## config.mk

```make
export PLATFORM = sky130hd
export DESIGN_NAME = cdb_wb_arbiter
export DESIGN_NICKNAME = d
export VERILOG_FILES = /design/src/rtl/cdb_pkg.sv /design/src/rtl/wb_fifo.sv /design/src/rtl/cdb_wb_arbiter.sv
export SDC_FILE = /design/constraint.sdc
export NUM_CORES = 1
export LEC_CHECK = 0
export CORE_MARGIN = 8
export CORE_UTILIZATION = 25
export CTS_CLUSTER_DIAMETER = 150
export DETAILED_ROUTE_END_ITERATION = 7
export HOLD_SLACK_MARGIN = 0.05
export PLACE_DENSITY_LB_ADDON = 0.3
export SKIP_CTS_REPAIR_TIMING = 1
export SLEW_MARGIN = 0
export SYNTH_ARGS = -nofsm -noshare
export SYNTH_HDL_FRONTEND = slang
export SYNTH_SLANG_ARGS = --single-unit
```

## constraint.sdc

```tcl
create_clock -name clk -period 9.37 [get_ports clk]
set_input_delay 1.874 -clock clk [delete_from_list [all_inputs] [get_ports clk]]
set_output_delay 1.874 -clock clk [all_outputs]
set_load 0.01 [all_outputs]
```

## src/rtl/cdb_pkg.sv

```systemverilog
// Shared types for the CDB writeback arbiter: widths, source numbering and queue entry layout.
package cdb_pkg;

  localparam int unsigned RB_W = 4;
  localparam int unsigned XLEN = 32;
  localparam int unsigned NSRC = 3;

  typedef enum logic [1:0] {
    SRC_ALU = 2'd0,
    SRC_BRU = 2'd1,
    SRC_LSB = 2'd2
  } src_e;

  typedef struct packed {
    logic [RB_W-1:0] idx;
    logic [XLEN-1:0] val;
  } wb_entry_t;

  // Distance from the ROB head; wraps naturally so smaller means older.
  function automatic logic [RB_W-1:0] entry_age(input logic [RB_W-1:0] idx,
                                                input logic [RB_W-1:0] front);
    return idx - front;
  endfunction

endpackage

```

## src/rtl/wb_fifo.sv

```systemverilog
// Small circular queue of writeback entries with flush and a registered not-full flag.
module wb_fifo
  import cdb_pkg::*;
#(
  parameter int unsigned DEPTH = 2
) (
  input  logic      clk,
  input  logic      rst,
  input  logic      push,
  input  wb_entry_t push_data,
  input  logic      pop,
  input  logic      flush,
  output logic      not_empty,
  output wb_entry_t head,
  output logic      not_full
);

  localparam int unsigned PtrW = (DEPTH > 1) ? $clog2(DEPTH) : 1;
  localparam int unsigned CntW = $clog2(DEPTH + 1);

  wb_entry_t       mem [DEPTH];
  logic [PtrW-1:0] rd_ptr_q, rd_ptr_d;
  logic [PtrW-1:0] wr_ptr_q, wr_ptr_d;
  logic [CntW-1:0] count_q, count_d;
  logic            not_full_q, not_full_d;

  function automatic logic [PtrW-1:0] ptr_inc(input logic [PtrW-1:0] p);
    return (p == PtrW'(DEPTH - 1)) ? '0 : p + PtrW'(1);
  endfunction

  always_comb begin
    rd_ptr_d = rd_ptr_q;
    wr_ptr_d = wr_ptr_q;
    count_d  = count_q;
    if (flush) begin
      rd_ptr_d = '0;
      wr_ptr_d = '0;
      count_d  = '0;
    end else begin
      if (push) wr_ptr_d = ptr_inc(wr_ptr_q);
      if (pop)  rd_ptr_d = ptr_inc(rd_ptr_q);
      case ({push, pop})
        2'b10:   count_d = count_q + CntW'(1);
        2'b01:   count_d = count_q - CntW'(1);
        default: count_d = count_q;
      endcase
    end
    // Based on the post-update count, so a same-cycle pop never raises ready early.
    not_full_d = (count_d < CntW'(DEPTH));
  end

  always_ff @(posedge clk or negedge rst) begin
    if (!rst) begin
      rd_ptr_q   <= '0;
      wr_ptr_q   <= '0;
      count_q    <= '0;
      not_full_q <= 1'b1;
    end else begin
      rd_ptr_q   <= rd_ptr_d;
      wr_ptr_q   <= wr_ptr_d;
      count_q    <= count_d;
      not_full_q <= not_full_d;
    end
  end

  always_ff @(posedge clk) begin
    if (push) mem[wr_ptr_q] <= push_data;
  end

  assign not_empty = (count_q != '0);
  assign head      = mem[rd_ptr_q];
  assign not_full  = not_full_q;

endmodule

```

## src/rtl/cdb_wb_arbiter.sv

```systemverilog
// Writeback arbiter: queues results from ALU/BRU/LSB and broadcasts the two oldest heads
// per cycle on two registered CDB ports.
module cdb_wb_arbiter
  import cdb_pkg::*;
#(
  parameter int unsigned DEPTH = 2
) (
  input  logic            clk,
  input  logic            rst,
  input  logic            rdy,
  input  logic            flush,
  input  logic [RB_W-1:0] rob_front,
  input  logic            alu_valid,
  input  logic [RB_W-1:0] alu_idx,
  input  logic [XLEN-1:0] alu_val,
  output logic            alu_ready,
  input  logic            bru_valid,
  input  logic [RB_W-1:0] bru_idx,
  input  logic [XLEN-1:0] bru_val,
  output logic            bru_ready,
  input  logic            lsb_valid,
  input  logic [RB_W-1:0] lsb_idx,
  input  logic [XLEN-1:0] lsb_val,
  output logic            lsb_ready,
  output logic            cdb0_valid,
  output logic [RB_W-1:0] cdb0_idx,
  output logic [XLEN-1:0] cdb0_val,
  output logic            cdb1_valid,
  output logic [RB_W-1:0] cdb1_idx,
  output logic [XLEN-1:0] cdb1_val
);

  logic            active;
  logic [NSRC-1:0] in_valid, q_ready, q_avail, push, pop, take0, take1;
  wb_entry_t       in_data [NSRC];
  wb_entry_t       head [NSRC];
  logic [RB_W-1:0] age [NSRC];
  logic [1:0]      rank [NSRC];
  wb_entry_t       sel0, sel1;

  logic            cdb0_valid_q, cdb0_valid_d, cdb1_valid_q, cdb1_valid_d;
  wb_entry_t       cdb0_q, cdb0_d, cdb1_q, cdb1_d;

  assign active = rdy && !flush;

  assign in_valid[SRC_ALU] = alu_valid;
  assign in_valid[SRC_BRU] = bru_valid;
  assign in_valid[SRC_LSB] = lsb_valid;
  assign in_data[SRC_ALU]  = '{idx: alu_idx, val: alu_val};
  assign in_data[SRC_BRU]  = '{idx: bru_idx, val: bru_val};
  assign in_data[SRC_LSB]  = '{idx: lsb_idx, val: lsb_val};
  assign alu_ready = q_ready[SRC_ALU];
  assign bru_ready = q_ready[SRC_BRU];
  assign lsb_ready = q_ready[SRC_LSB];

  assign push = in_valid & q_ready & {NSRC{active}};
  assign pop  = (take0 | take1) & {NSRC{active}};

  for (genvar g = 0; g < NSRC; g++) begin : g_src
    wb_fifo #(
      .DEPTH(DEPTH)
    ) u_fifo (
      .clk      (clk),
      .rst      (rst),
      .push     (push[g]),
      .push_data(in_data[g]),
      .pop      (pop[g]),
      .flush    (flush),
      .not_empty(q_avail[g]),
      .head     (head[g]),
      .not_full (q_ready[g])
    );
  end

  // Rank each valid head by how many other valid heads beat it; ties go to the lower source.
  always_comb begin
    for (int i = 0; i < NSRC; i++) begin
      age[i]  = entry_age(head[i].idx, rob_front);
      rank[i] = 2'd0;
    end
    for (int i = 0; i < NSRC; i++) begin
      for (int j = 0; j < NSRC; j++) begin
        if (j != i && q_avail[j] && (age[j] < age[i] || (age[j] == age[i] && j < i))) begin
          rank[i] = rank[i] + 2'd1;
        end
      end
    end
    take0 = '0;
    take1 = '0;
    sel0  = head[0];
    sel1  = head[0];
    for (int i = 0; i < NSRC; i++) begin
      take0[i] = q_avail[i] && (rank[i] == 2'd0);
      take1[i] = q_avail[i] && (rank[i] == 2'd1);
      if (take0[i]) sel0 = head[i];
      if (take1[i]) sel1 = head[i];
    end
  end

  always_comb begin
    cdb0_valid_d = cdb0_valid_q;
    cdb1_valid_d = cdb1_valid_q;
    cdb0_d       = cdb0_q;
    cdb1_d       = cdb1_q;
    if (flush) begin
      cdb0_valid_d = 1'b0;
      cdb1_valid_d = 1'b0;
    end else if (rdy) begin
      cdb0_valid_d = |take0;
      cdb1_valid_d = |take1;
      // Unused slots keep their last payload; only the valid bit drops.
      if (|take0) cdb0_d = sel0;
      if (|take1) cdb1_d = sel1;
    end
  end

  always_ff @(posedge clk or negedge rst) begin
    if (!rst) begin
      cdb0_valid_q <= 1'b0;
      cdb1_valid_q <= 1'b0;
      cdb0_q       <= '0;
      cdb1_q       <= '0;
    end else begin
      cdb0_valid_q <= cdb0_valid_d;
      cdb1_valid_q <= cdb1_valid_d;
      cdb0_q       <= cdb0_d;
      cdb1_q       <= cdb1_d;
    end
  end

  assign cdb0_valid = cdb0_valid_q;
  assign cdb0_idx   = cdb0_q.idx;
  assign cdb0_val   = cdb0_q.val;
  assign cdb1_valid = cdb1_valid_q;
  assign cdb1_idx   = cdb1_q.idx;
  assign cdb1_val   = cdb1_q.val;

endmodule

```

==> reports/qor.txt, run 1 <==
RUN STATUS
--------------------------------------------------------------------------------------
Run status                                                                complete, no violations

SETUP PATH
--------------------------------------------------------------------------------------
Capture point of the critical path                                         cdb1_val[1]
Sort of element at the end of the critical path                                   flop
Data required time of the critical path                                        9810 ps
Maximum net fanout on the critical path                                             42
Worst reg2reg setup slack                                                      3080 ps
Data arrival, critical path                                                    7000 ps
Worst Setup SP                                                            rob_front[0]
Number of cell instances on the worst register-to-register path                     16
Startpoint Class                                                            input port
Worst flop-to-flop path startpoint                                        g_src[0].u_fifo.rd_ptr_q
Endpoint of the worst-slack reg-to-reg timing path                         cdb1_val[1]
Startpoint-to-endpoint class of the critical path                               in2reg

LAYOUT
--------------------------------------------------------------------------------------
Final design utilization                                                        0.3276
Fraction of final layout cells sized beyond drive strength 1                    0.1440
Final cell count without fillers                                                  1903
Sequential cell area                                                      0.008723 mm^2
Area of the multi-input gates                                             0.004208 mm^2
Fill cell total of the finished layout                                            5130
Antenna diode count                                                                  0
Area Growth Syn to Fin                                                          29.67%
NumNets Final                                                                     1337

JOB
--------------------------------------------------------------------------------------
Max-cap violations                                                                   0

CTS
--------------------------------------------------------------------------------------
CTS HTree Levels                                                                     2
CTS tree                                                                          done
CTS clock-pin slew for the worst setup and hold paths                            60 ps
Clock tree root buffer cell                                               sky130_fd_sc_hd__clkbuf_16
Skew-Pair Late Insertion Delay                                                  540 ps
Number of sinks handled by clock tree synthesis                                    305
Buffers from clock root to sink, at most                                             3
Number of buffers created by CTS                                                    37

TIMING
--------------------------------------------------------------------------------------
Setup clock skew after layout                                                 20.08 ps
Min cycle time layout                                                          6561 ps
Transition time at the pin with the least slew margin                          1210 ps
Relative slew slack                                                             0.1933
Hold violation total from the final report                                           0
Max frequency                                                                152.4 MHz
Setup_tns                                                                         0 ps
Setup repair after global routing missed its margin                                 no
Post-route worst setup slack                                                   2809 ps
Endpoints failing setup                                                              0
Share of the clock period used by the worst path                                0.7002
Number of slew-limit violations in the final report                                  0

ROUTING
--------------------------------------------------------------------------------------
Mean routed wirelength per cell                                               20.71 um
Average vias per placed instance                                                 4.494
Final Routed Wirelength                                                       39420 um
Vias post-DR                                                                      8552
Antenna Nets Post-Route                                                              0
Count of TritonRoute iterations in the first routing pass                            5
DRC violation count after routing                                                    0
Violation count after the first detailed-route iteration                           460

PWR
--------------------------------------------------------------------------------------
Maximum resistive drop on vdd                                                 117.7 uV
Flop pwr share                                                                   0.455
Cell leakage power                                                         0.006090 uW
Power density of the placed cells                                         204.6 mW/mm^2
Share of total power consumed by net switching                                  0.2365
Reported net switching power                                                  831.6 uW
Clock share of power                                                             0.418
Combinational share of power                                                     0.127
P_int                                                                          2684 uW

YOSYS
--------------------------------------------------------------------------------------
Post-Synthesis Mean Instance Area                                           13.29 um^2
Top cell type by total area after synthesis                               sky130_fd_sc_hd__edfxtp_1
Top cell type's share of synthesized area                                       0.4895
Register bit count reported by yosys                                               305
Synth async-reset ratio                                                         0.2918
Synthesized netlist net count                                                     1147
Yosys warning count                                                                  0
Top cells by area in the synthesized netlist                              sky130_fd_sc_hd__edfxtp_1 49%, sky130_fd_sc_hd__dfrtp_1 16%, sky130_fd_sc_hd__mux2_2 6.4%
Share of the yosys chip area belonging to registers                             0.6579
Number of instances in the synthesized netlist                                     997
Ys flop type                                                              sky130_fd_sc_hd__edfxtp_1
Cell variety after synth                                                            45
Synth Cell Area                                                           0.01325 mm^2
Number of flops mapped to enable cells by yosys                                    216

PLACE
--------------------------------------------------------------------------------------
Port Buffer Count                                                                  195
Detailed placer's ending HPWL                                                 25470 um
Weighted congestion reported at the end of routability-driven placement         0.7342
Placed instance count                                                             1836
Pre-CTS setup slack                                                            2192 ps

FLOORPLAN
--------------------------------------------------------------------------------------
Number of standard-cell rows in the floorplan                                       84
Starting Density                                                                0.2526
Die area                                                                  0.06062 mm^2
Number of top-level pins                                                           196
Horizontal extent of the die                                                  246.2 um
Core region area                                                          0.05245 mm^2
Die extent in y                                                               246.2 um

GLOBAL ROUTE
--------------------------------------------------------------------------------------
Maximum number of pins on one net before global-route repair                        74
Met3 track utilization from global routing                                     0.03130
Initial antenna violation count                                                      1
Global-route wire length before repair                                        58190 um
Gr ovfl total                                                                        0
Grt met1 use                                                                    0.1622
Number of global-route vias before repair                                         9053
Global-route met2 utilization                                                   0.2153
Overall fraction of global-route tracks in use                                  0.1285
Most crowded layer after global routing                                           met2

WORST HOLD PATH
--------------------------------------------------------------------------------------
Hold/Removal Path Class                                                        reg2reg

stage by stage:
step           instance area (um^2)  hold WS (ps)  power [uW]
2_1_floorplan                 13250         474.7        1793
3_3_place_gp                  15940         484.2        2074
3_5_place_dp                  15940         488.6        2082
4_1_cts                       17180         501.7        3580
5_1_grt                       17180         538.8        3676
6_report                      17180         497.1        3515
final cells by class:
cell class                      instances  area share
Sequential cell                       305      0.5077
Multi-Input combinational cell        612      0.2449
Timing Repair Buffer                  211      0.1204
Inverter                               20    0.004369
Tap cell                              688     0.05010
Clock inverter                         17     0.01333
Clock buffer                           50     0.05913
registers in the layout (all words and copies together), names as in the netlist:
name                   flops
cdb0_val                  32
cdb0_valid                 1
cdb1_idx                   4
g_src.u_fifo.rd_ptr_q      3
cdb1_valid                 1
g_src.u_fifo.not_full      3
g_src.u_fifo.count_q       6
cdb1_val                  32
cdb0_idx                   4
g_src.u_fifo.mem         216
g_src.u_fifo.wr_ptr_q      3
cell families after synthesis:
family	count (synthesis)	share of synthesized area
DFF	305	0.6579
and+or+nand+nor	272	0.08329
AOI/OAI and AO/OA	181	0.09726
muxes	111	0.09094
buffers and inverters	80	0.02786
adders and majority gates	31	0.03097
xor gates and xnor gates	17	0.01180
Yosys cell counts, types with 12 or more instances:
library cell / number
sky130_fd_sc_hd__a31oi_1: 72
sky130_fd_sc_hd__o211ai_1: 74
sky130_fd_sc_hd__dfrtp_1: 86
sky130_fd_sc_hd__nor2_1: 96
sky130_fd_sc_hd__inv_1: 20
sky130_fd_sc_hd__clkbuf_1: 12
sky130_fd_sc_hd__edfxtp_1: 216
sky130_fd_sc_hd__ha_1: 28
sky130_fd_sc_hd__buf_2: 43
sky130_fd_sc_hd__nand2_1: 148
sky130_fd_sc_hd__mux2i_1: 36
sky130_fd_sc_hd__mux2_2: 75
placed cells by master, fill, tap and decap left out, drive strengths merged, types with 3 or more instances in the layout:
| cell type | synthesis | layout |
|---|---|---|
| nand3b | 3 | 3 |
| clkbuf | 12 | 50 |
| nor2b | 4 | 4 |
| inv | 20 | 21 |
| buf | 48 | 17 |
| clkinv | 0 | 10 |
| clkdlybuf4s50 | 0 | 194 |
| fa | 3 | 3 |
| o21ai | 11 | 11 |
| o211ai | 74 | 74 |
| dfstp | 3 | 3 |
| dfrtp | 86 | 86 |
| xor2 | 7 | 7 |
| mux2 | 75 | 75 |
| nor2 | 96 | 96 |
| bufinv | 0 | 5 |
| ha | 28 | 28 |
| a21o | 6 | 6 |
| nand3 | 3 | 3 |
| and2 | 5 | 5 |
| a21oi | 7 | 7 |
| or2 | 3 | 3 |
| edfxtp | 216 | 216 |
| a31oi | 74 | 74 |
| o21a | 3 | 3 |
| nor3 | 5 | 5 |
| xnor2 | 10 | 10 |
| mux2i | 36 | 36 |
| nand2 | 148 | 148 |
worst min path at each step:
stage / depth (start not counted) / slack, ps / endpoint / startpoint
final: 1 / 500 / cdb0_valid / cdb0_valid
after detailed placement: 1 / 490 / cdb0_valid / cdb0_valid
after floorplan: 1 / 470 / g_src[0].u_fifo.wr_ptr_q / g_src[0].u_fifo.wr_ptr_q
after global placement: 1 / 480 / cdb0_valid / cdb0_valid
after global routing: 1 / 540 / cdb1_valid / cdb1_valid
after CTS: 1 / 500 / cdb0_valid / cdb0_valid
per-layer routing:
layer	share of wire	routed length, um
met1	0.44	17280
met2	0.48	18960
met3	0.056	2201
met5	0.00033	13
met4	0.024	962
power by group through the flow:
stage / Combinational [uW] / Sequential, uW / Clock (uW)
2_1_floorplan: 153 / 1640 / 0
3_3_place_gp: 446 / 1630 / 0
3_5_place_dp: 455 / 1630 / 0
4_1_cts: 456 / 1600 / 1520
5_1_grt: 492 / 1610 / 1570
6_report: 446 / 1600 / 1470
critical path, stage by stage:
cell and delay, ps:
sky130_fd_sc_hd__clkdlybuf4s50_1 530, sky130_fd_sc_hd__ha_1 170, sky130_fd_sc_hd__inv_1 60, sky130_fd_sc_hd__fa_1 470
sky130_fd_sc_hd__ha_1 340, sky130_fd_sc_hd__nor2b_1 140, sky130_fd_sc_hd__o211ai_1 210, sky130_fd_sc_hd__a21boi_0 150
sky130_fd_sc_hd__or4_4 540, sky130_fd_sc_hd__ha_1 350, sky130_fd_sc_hd__o21ai_4 60, sky130_fd_sc_hd__buf_4 320
sky130_fd_sc_hd__a31oi_4 1020, sky130_fd_sc_hd__buf_4 470, sky130_fd_sc_hd__nor2_1 70, sky130_fd_sc_hd__a31oi_1 140
No activity file was read; power rests on OpenSTA's default activity.
==> run 2, diff against run 1 <==
Clock period 9.37 ns to 6.8 ns, I/O delays scaled along.
==> reports/qor.txt, run 2 (synthesized netlist as in run 1, its figures left out) <==
GLOBAL ROUTE
--------------------------------------------------------------------------------------
Gr ovfl total                                                                        0   unchanged
Global-route wire length before repair                                        59400 um   was 58190 um
Maximum number of pins on one net before global-route repair                        48   was 74
Number of global-route vias before repair                                         9160   was 9053
Initial antenna violation count                                                      0   was 1
Overall fraction of global-route tracks in use                                  0.1313   was 0.1285

ROUTING
--------------------------------------------------------------------------------------
Final Routed Wirelength                                                       40520 um   was 39420 um
Violation count after the first detailed-route iteration                           647   was 460
Antenna Nets Post-Route                                                              0   unchanged
Mean routed wirelength per cell                                               21.23 um   was 20.71 um
Average vias per placed instance                                                 4.531   was 4.494
Count of TritonRoute iterations in the first routing pass                            5   unchanged
DRC violation count after routing                                                    0   unchanged
Vias post-DR                                                                      8646   was 8552

TIMING
--------------------------------------------------------------------------------------
Hold violation total from the final report                                           0   unchanged
Min cycle time layout                                                          5207 ps
Share of the clock period used by the worst path                                0.7658
Number of slew-limit violations in the final report                                  0   unchanged
Max frequency                                                                192.0 MHz
Setup repair after global routing missed its margin                                 no   unchanged
Setup_tns                                                                         0 ps   unchanged
Endpoints failing setup                                                              0   unchanged
Relative slew slack                                                             0.2297   was 0.1933
Setup clock skew after layout                                                 14.71 ps   was 20.08 ps
Transition time at the pin with the least slew margin                          1151 ps   was 1210 ps

FLOORPLAN
--------------------------------------------------------------------------------------
Die area                                                                  0.06062 mm^2   unchanged
Die extent in y                                                               246.2 um   unchanged
Horizontal extent of the die                                                  246.2 um   unchanged
Number of standard-cell rows in the floorplan                                       84   unchanged
Starting Density                                                                0.2526   unchanged
Core region area                                                          0.05245 mm^2   unchanged
Number of top-level pins                                                           196   unchanged

PWR
--------------------------------------------------------------------------------------
Maximum resistive drop on vdd                                                 140.5 uV   was 117.7 uV
Power consumption                                                              4667 uW   was 3515 uW
Cell leakage power                                                         0.006060 uW   was 0.006090 uW
Power density of the placed cells                                         272.9 mW/mm^2   was 204.6 mW/mm^2

CTS
--------------------------------------------------------------------------------------
CTS HTree Levels                                                                     2   unchanged
Skew-Pair Late Insertion Delay                                                  540 ps   about the same
CTS tree                                                                          done   unchanged
Number of sinks handled by clock tree synthesis                                    305   unchanged
Number of buffers created by CTS                                                    37   unchanged
CTS clock-pin slew for the worst setup and hold paths                            60 ps   about the same
Buffers from clock root to sink, at most                                             3   unchanged
Clock tree root buffer cell                                               sky130_fd_sc_hd__clkbuf_16   unchanged

LAYOUT
--------------------------------------------------------------------------------------
Fraction of final layout cells sized beyond drive strength 1                    0.1434   was 0.1440
NumNets Final                                                                     1341   was 1337
Antenna diode count                                                                  0   unchanged
Flip-flop count of the largest register, all copies and words added                216   unchanged
Top library cells by usage in the layout, fill and taps aside             216 x sky130_fd_sc_hd__edfxtp_1, 194 x sky130_fd_sc_hd__clkdlybuf4s50_1, 148 x sky130_fd_sc_hd__nand2_1, 93 x sky130_fd_sc_hd__nor2_1, 83 x sky130_fd_sc_hd__dfrtp_1   unchanged
Most frequent standard cell in the layout excluding fill and tap cells    sky130_fd_sc_hd__edfxtp_1   unchanged
Most flops, register                                                      g_src.u_fifo.mem   unchanged
Area Growth Syn to Fin                                                          29.06%   was 29.67%

SETUP PATH
--------------------------------------------------------------------------------------
Sort of element at the end of the critical path                                   flop   unchanged
Startpoint Class                                                                  flop   was input port
Maximum net fanout on the critical path                                             22   was 42
Startpoint-to-endpoint class of the critical path                              reg2reg   was in2reg
Dominant cell type by count on the critical path                          sky130_fd_sc_hd__ha_1   unchanged
Number of cell instances on the worst register-to-register path                     18   was 16
Max incr delay on CP                                                            770 ps   was 1020 ps
Data required time of the critical path                                        7260 ps   was 9810 ps
Slowest CP cell                                                           sky130_fd_sc_hd__dfrtp_4   was sky130_fd_sc_hd__a31oi_4
Critical-path cell list                                                   mux2i_1 > ha_1 > inv_1 > fa_1 > ha_1 > nor2b_1 > o211ai_1 > a21boi_0 > or4_4 > ha_1 > o21a_2 > o21ai_1 > inv_1 > ha_1 > xnor2_1 > nor2_1 > xnor2_1 > or2_2   was clkdlybuf4s50_1 > ha_1 > inv_1 > fa_1 > ha_1 > nor2b_1 > o211ai_1 > a21boi_0 > or4_4 > ha_1 > o21ai_4 > buf_4 > a31oi_4 > buf_4 > nor2_1 > a31oi_1
Data arrival, critical path                                                    5670 ps   was 7000 ps

JOB
--------------------------------------------------------------------------------------
Max-cap violations                                                                   0   unchanged

PLACE
--------------------------------------------------------------------------------------
Detailed placer's ending HPWL                                                 27010 um   was 25470 um
Port Buffer Count                                                                  195   unchanged
Weighted congestion reported at the end of routability-driven placement         0.7967   was 0.7342

RUN STATUS
--------------------------------------------------------------------------------------
Run status                                                                complete, no violations   unchanged

WORST HOLD PATH
--------------------------------------------------------------------------------------
Worst hold path cell count                                                           1   unchanged
Hold/Removal Path Class                                                        reg2reg   unchanged

==> run 2: changes by cell type in the layout (fill, tap and decap cells not counted) <==
cell                         previous run  this run
sky130_fd_sc_hd__buf_4                 17        21
sky130_fd_sc_hd__bufinv_16              5         1
sky130_fd_sc_hd__clkbuf_1              10        13
sky130_fd_sc_hd__clkinv_1               2         4
sky130_fd_sc_hd__clkbuf_16             38        37
sky130_fd_sc_hd__clkinv_8               1         2
sky130_fd_sc_hd__clkinvlp_4             1         0
sky130_fd_sc_hd__inv_4                  0         1
==> run 2: per-stage QoR <==
stage | hold WS, ps | worst slack (ps) | utilization | std cells | cell area (um^2)
global placement | 461.5 | 1182 | 0.3044 | 1840 | 15970
CTS | 488.4 | 1549 | 0.3261 | 1908 | 17100
detailed placement | 476.2 | 1152 | 0.3044 | 1840 | 15970
finish | 482.5 | 1593 | 0.3261 | 1908 | 17100
floorplan | 474.7 | 1736 | - | 997 | 13250
global route | 506.7 | 1286 | 0.3261 | 1908 | 17100
==> run 2: layout make-up <==
cell class / instances / area (um^2)
Inverter: 20 / 75.07
Tap cell: 688 / 860.8
Multi-Input combinational cell: 612 / 4208
Fill cell: 5247 / 35350
Sequential cell: 305 / 8723
Timing Repair Buffer: 215 / 2100
Clock inverter: 16 / 131.4
Clock buffer: 52 / 1002
==> run 2: critical path: cells and delay by family, from the launching register on <==
family	cells	cell delay [ps]
DFF	1	770
muxes	1	570
buffers and inverters	2	160
xor gates and xnor gates	2	210
adders and majority gates	5	1680
AOI/OAI and AO/OA	4	650
and+or+nand+nor	4	1080
==> run 2: path summary, 6_finish.rpt <==
path	start	endpoint	slack, ps
worst max-delay path	g_src[0].u_fifo.rd_ptr_q	g_src[2].u_fifo.not_full	1590
worst min-delay path	cdb0_valid	cdb0_valid	480
worst max register to register	g_src[0].u_fifo.rd_ptr_q	g_src[2].u_fifo.not_full	1590
worst min register to register	cdb0_valid	cdb0_valid	480
max in group asynchronous	rst	g_src[0].u_fifo.rd_ptr_q	4730
min in group asynchronous	rst	cdb0_idx[3]	840
==> run 2: report_power, final <==
part	total (uW)	leakage (uW)	switching [uW]	internal, uW
combinational	612	0.00238	280	332
clock	1850	0.000556	778	1070
sequential	2200	0.00312	78.5	2120
==> run 2: layer usage <==
layer	routed length (um)	GRT usage	up-vias
met1	18480	0.1719	4298
met3	1980	0.03011	52
li1	-	-	4075
met5	0	0	-
met2	19250	0.2165	221
met4	805	0.03519	0
==> patch 1, RTL diff (config.mk and constraints of run 2) <==
`DEPTH` is set to 2 in 2 places; all go to 1.
--- a/src/rtl/wb_fifo.sv
+++ b/src/rtl/wb_fifo.sv
@@ -3,5 +3,5 @@
   import cdb_pkg::*;
 #(
-  parameter int unsigned DEPTH = 2
+  parameter int unsigned DEPTH = 1
 ) (
   input  logic      clk,
--- a/src/rtl/cdb_wb_arbiter.sv
+++ b/src/rtl/cdb_wb_arbiter.sv
@@ -4,5 +4,5 @@
   import cdb_pkg::*;
 #(
-  parameter int unsigned DEPTH = 2
+  parameter int unsigned DEPTH = 1
 ) (
   input  logic            clk,
Formal check against the unedited RTL: not equivalent (Yosys sat finds a counterexample within 4 cycles, from zero or initial values and one cycle with rst low).
==> patch 1 against run 2 <==
  * Total power down 25%
  * Cell area down 33%
  * Worst setup slack worse by 0.16 ns
  * Sequential cell count down 117
  * Area after synthesis down 36%
  * Largest cell class unchanged
  * Sequential share of layout area down 5.0 points
  * Combinational power up 52%
  * Largest power group unchanged
  * Routed wire length down 38%
  * Sequential power down 29%
  * Maximum frequency down 2.9%
==> patch 1: results (changes against run 2) <==
- Clock buffer depth: 2 (-1)
- Hold Startpoint: cdb0_val[19]
- Pleak: 5.137 nW (-15%)
- Crit path launch: rob_front[1]
- DRT Pass-1 Iters: 5 (unchanged)
- Data arrival, critical path: 5.68 ns (about the same)
- Number of routed nets with antenna violations: 0 (unchanged)
- Worst reg2reg path startpoint: g_src[1].u_fifo.mem[0][32]
- Count of cell types in the netlist: 34 (-24%)
- Clock skew: 0.01240 ns (-0.002314 ns)
- Xor/xnor share of the synthesized area: 1.727% (+0.55 points)
- Htree depth: 4 (+2)
- Largest cells by area after synthesis: edfxtp_1 38%, dfrtp_1 23%, mux2i_1 8.5%
- Synth Net Count: 777 (-32%)
- Dpl cells: 1,245 (-32%)
- FFs w/ async S/R, synth: 42.55% (+13 points)
- Peak supply drop: 0.1705 mV (+21%)
- CTS clk-pin slew, worst paths: 0.07 ns
- Slew margin rel.: 41.83% (+19 points)
- Initial drt markers: 287 (-56%)
- Status: finished, final reports clean
- Fraction of synthesized area in multiplexers: 8.502% (-0.59 points)
- Commonest cells in the synthesized netlist: 108 x edfxtp_1, 82 x nor2_1, 79 x a21o_1
- Compound-gate portion of the synthesized area: 15.34% (+5.6 points)
- Min-Delay Path Class: flop to flop
- Cts bufs inserted: 17 (-54%)
- EDFF count, synth: 108 (-50%)
- First-pass GRT wire length: 38,770 um (-35%)
- Drt wl/cell: 19.63 um (-7.6%)
- Gpl congestion: 0.7759 (-2.6%)
- Worst-path fanout max: 40 (+82%)
- Max FFs per register: 108 (-50%)
- Crit path largest cell delay: 0.50 ns (-0.27 ns)
- Post-synthesis sequential area ratio: 61.92% (-3.9 points)
- Final net count: 957 (-29%)
- Largest net degree at the start of global routing: 73 (+52%)
- Adder-cell share of the synthesized area: 3.513% (+0.42 points)
- Fraction of layout cells with a size suffix above 1: 6.273% (-8.1 points)
- Synthesized area per cell: 13.33 um^2 (+0.29%)
- Total wire length: 25,070 um (-38%)
- Filler cell count: 3,290 (-37%)
- Setup WS pre-CTS: 0.9837 ns (-0.1685 ns)
- Initial antenna violation count: 1 (+1)
- Worst skew pair latency: 0.43 ns (-0.11 ns)
- Dpl cell area: 0.01086 mm^2 (-32%)
- Detailed Place HPWL: 16,790 um (-38%)
- Vias per cell: 4.472 (-1.3%)
- Vias in the first global route: 6,207 (-32%)
- Share of the synthesized area in the top cell type: 38.26% (-11 points)
- Worst path slowest cell: or2_4
- # diodes: 0 (unchanged)
- Max-cap violations: 0 (unchanged)
- Critical path's top delay family: compound AO/OA/AOI/OAI gates
- Global router's overall resource usage: 12.61% (-0.52 points)
- Slew Viols, Final: 0 (unchanged)
-- patch 1: per-layer routing --
metal | share of wire (%) | vias to the layer above | GRT usage [%]
met5 | 0.052 | - | 0
met1 | 46 | 2798 | 16.06
met2 | 48 | 156 | 20.72
met4 | 1.1 | 2 | 3.124
li1 | - | 2736 | -
met3 | 5.5 | 19 | 3.711
-- patch 1: cell families after synthesis --
kind of cell               after synthesis
adders and majority gates               22
DFF                                    188
AOI/OAI and AO/OA                      178
xor gates and xnor gates                15
muxes                                   72
buffers and inverters                   53
and+or+nand+nor                        108
-- patch 1: power by group --
group,leakage (nW),internal (mW),total (mW),switching (mW)
clock network,0.271,0.513,0.994,0.481
registers,2.01,1.42,1.57,0.148
logic,2.86,0.551,0.933,0.382
-- patch 1: worst register-to-register path: cells and delay by family (launching register included) --
family	cells	cell delay [ns]
DFF	1	0.53
adders and majority gates	4	1.13
and+or+nand+nor	3	1.00
AOI/OAI and AO/OA	4	0.89
buffers and inverters	4	0.54
xor gates and xnor gates	1	0.31
-- patch 1: layout make-up --
| class | count | area [um^2] | share of cell area [%] |
|---|---|---|---|
| clock buffer | 17 | 425.4 | 3.726 |
| sequential | 188 | 5249 | 45.97 |
| timing repair buffer | 201 | 2019 | 17.69 |
| multi-input combinational | 395 | 2979 | 26.09 |
| inverter | 13 | 48.80 | 0.4273 |
| clock inverter | 15 | 136.4 | 1.194 |
| tap | 448 | 560.5 | 4.909 |
-- patch 1: final timing paths --
check	endpoint	slack [ns]	cells after the start
hold reg to reg	cdb0_val[19]	0.48	1
setup / recovery	cdb1_val[0]	1.44	16
min in group asynchronous	g_src[1].u_fifo.not_empty	0.93	1
setup reg to reg	cdb1_val[0]	2.29	16
max in group asynchronous	cdb0_val[15]	4.85	2
hold / removal	cdb0_val[19]	0.48	1
==> patch 2, RTL diff (settings of run 2) <==
Made on the original files. Make the reset (`rst`) synchronous in 2 clocked blocks.
--- a/src/rtl/wb_fifo.sv
+++ b/src/rtl/wb_fifo.sv
@@ -50,5 +50,5 @@
   end
 
-  always_ff @(posedge clk or negedge rst) begin
+  always_ff @(posedge clk) begin
     if (!rst) begin
       rd_ptr_q   <= '0;
--- a/src/rtl/cdb_wb_arbiter.sv
+++ b/src/rtl/cdb_wb_arbiter.sv
@@ -115,5 +115,5 @@
   end
 
-  always_ff @(posedge clk or negedge rst) begin
+  always_ff @(posedge clk) begin
     if (!rst) begin
       cdb0_valid_q <= 1'b0;
Check against the original RTL: not equivalent (a bounded check fails within 4 cycles, from zero or initial values and one cycle with rst low; the reset may be asserted at any time).
==> patch 2 against run 2 <==
  * Non-clock buffer count is 4 lower
  * Sequential cell count is 3 higher
  * Worst setup slack worse by 0.18 ns
  * Synthesized cell count is 4.5% higher
  * Cell area is 1.7% lower
  * Critical path depth stayed put
  * Area after synthesis is 1.9% lower
  * Routed wire length is 5.0% lower
Power is not compared: it rests on default switching activity, and its combinational part moved more than twofold at a synthesized area within 25%.
==> patch 2: results (changes against run 2) <==
- Status: finished, final reports clean
- Peak supply drop: 0.1443 mV
- Global router's overall resource usage: 12.66% (-0.47 points)
- Worst path slowest cell: clkdlybuf4s50_1
- Synth Net Count: 1,189 (+3.7%)
- Hold Startpoint: cdb0_val[31]
- Count of cell types in the netlist: 45 (unchanged)
- PortBufs: 195 (unchanged)
- Clock buffer depth: 3 (unchanged)
- M3 GR Usage: 3.477% (+0.47 points)
- Via count: 8,644 (-0.023%)
- Crit path largest cell delay: 0.51 ns (-0.26 ns)
- Largest reg by FF count: g_src.u_fifo.mem
- Xor/xnor share of the synthesized area: 1.684% (+0.50 points)
- Data arrival, critical path: 5.84 ns (+0.17 ns)
- Compound-gate portion of the synthesized area: 12.80% (+3.1 points)
- Min-Delay Path Class: flop to flop
- Reg2Reg Depth: 17 (-1)
- Cts bufs inserted: 36 (-2.7%)
- First-pass GRT wire length: 57,030 um (-4.0%)
- Warnings, synthesis: 0 (unchanged)
- Period minus WS final: 5.383 ns (+0.1761 ns)
- FFs w/ async S/R, synth: 0% (-29 points)
- Commonest cells in the synthesized netlist: 216 x edfxtp_1, 191 x a21oi_1, 170 x nor2_1
- Detailed Place HPWL: 26,320 um (-2.6%)
- Worst Setup EP: cdb1_val[19]
- Setup WS pre-CTS: 0.8510 ns (-0.3012 ns)
- Initial drt markers: 442 (-32%)
- Initial antenna violation count: 1 (+1)
- Hold Path Cell Cnt: 1 (unchanged)
- Gpl congestion: 0.7939 (-0.35%)
- Non-filler instance count after layout: 1,936 (+1.5%)
- Slew margin rel.: 26.05% (+3.1 points)
- Htree depth: 2 (unchanged)
- Drt wl/cell: 19.88 um (-6.4%)
- Post-synthesis sequential area ratio: 64.06% (-1.7 points)
- Vias in the first global route: 8,847 (-3.4%)
- Clock skew: 0.01768 ns (+0.002967 ns)
- CTS clk-pin slew, worst paths: 0.06 ns (about the same)
- Post-Synthesis Cells: 1,042 (+4.5%)
- Crit path launch: rob_front[0]
- Largest net degree at the start of global routing: 73 (+52%)
- Root buffer cell: clkbuf_16
- GRT met2 Usage: 21.38% (-0.28 points)
- DRT Pass-1 Iters: 5 (unchanged)
- EDFF count, synth: 216 (unchanged)
- Critical path's top delay family: adder cells
- Worst skew pair latency: 0.54 ns (about the same)
- Fraction of layout cells with a size suffix above 1: 9.721% (-4.6 points)
- Fraction of synthesized area in multiplexers: 8.662% (-0.43 points)
- Worst-path fanout max: 39 (+77%)
- Pleak: 5.570 nW
- Largest cells by area after synthesis: edfxtp_1 50%, dfxtp_1 14%, a21oi_1 7.4%
- Worst Hold Path EP: cdb0_val[31]
- Max FFs per register: 216 (unchanged)
- Final net count: 1,374 (+2.5%)
- M1 GR Usage: 15.81% (-1.4 points)
- Adder-cell share of the synthesized area: 2.868% (-0.23 points)
==> patch 2: through the flow <==
| step | hold WS (ns) | instance area, um^2 |
|---|---|---|
| finish | 0.4681 | 16810 |
| global route | 0.4741 | 16810 |
| CTS | 0.4684 | 16810 |
| detailed placement | 0.4515 | 15630 |
| global placement | 0.4517 | 15630 |
| floorplan | 0.4813 | 13000 |
==> patch 2: final cells by class <==
class	count	area (um^2)
Timing Repair Buffer	211	2067
Sequential cell	308	8332
Clock inverter	14	106.4
Fill cell	5116	34590
Antenna cell	1	2.502
Multi-Input combinational cell	648	4298
Tap cell	680	850.8
Clock buffer	52	1074
Inverter	22	82.58
==> patch 2: power breakdown <==
group          switching, mW  internal [mW]  total, mW  leakage [nW]
Clock                  0.765           1.14       1.91         0.590
Combinational          0.145          0.140      0.285          2.27
Sequential            0.0111           2.04       2.05          2.71
==> patch 2: per-layer routing <==
metal,routed length (um),share of wire [%]
met1,16930,44
met4,728,1.9
met5,0,0
met2,18330,48
met3,2508,6.5
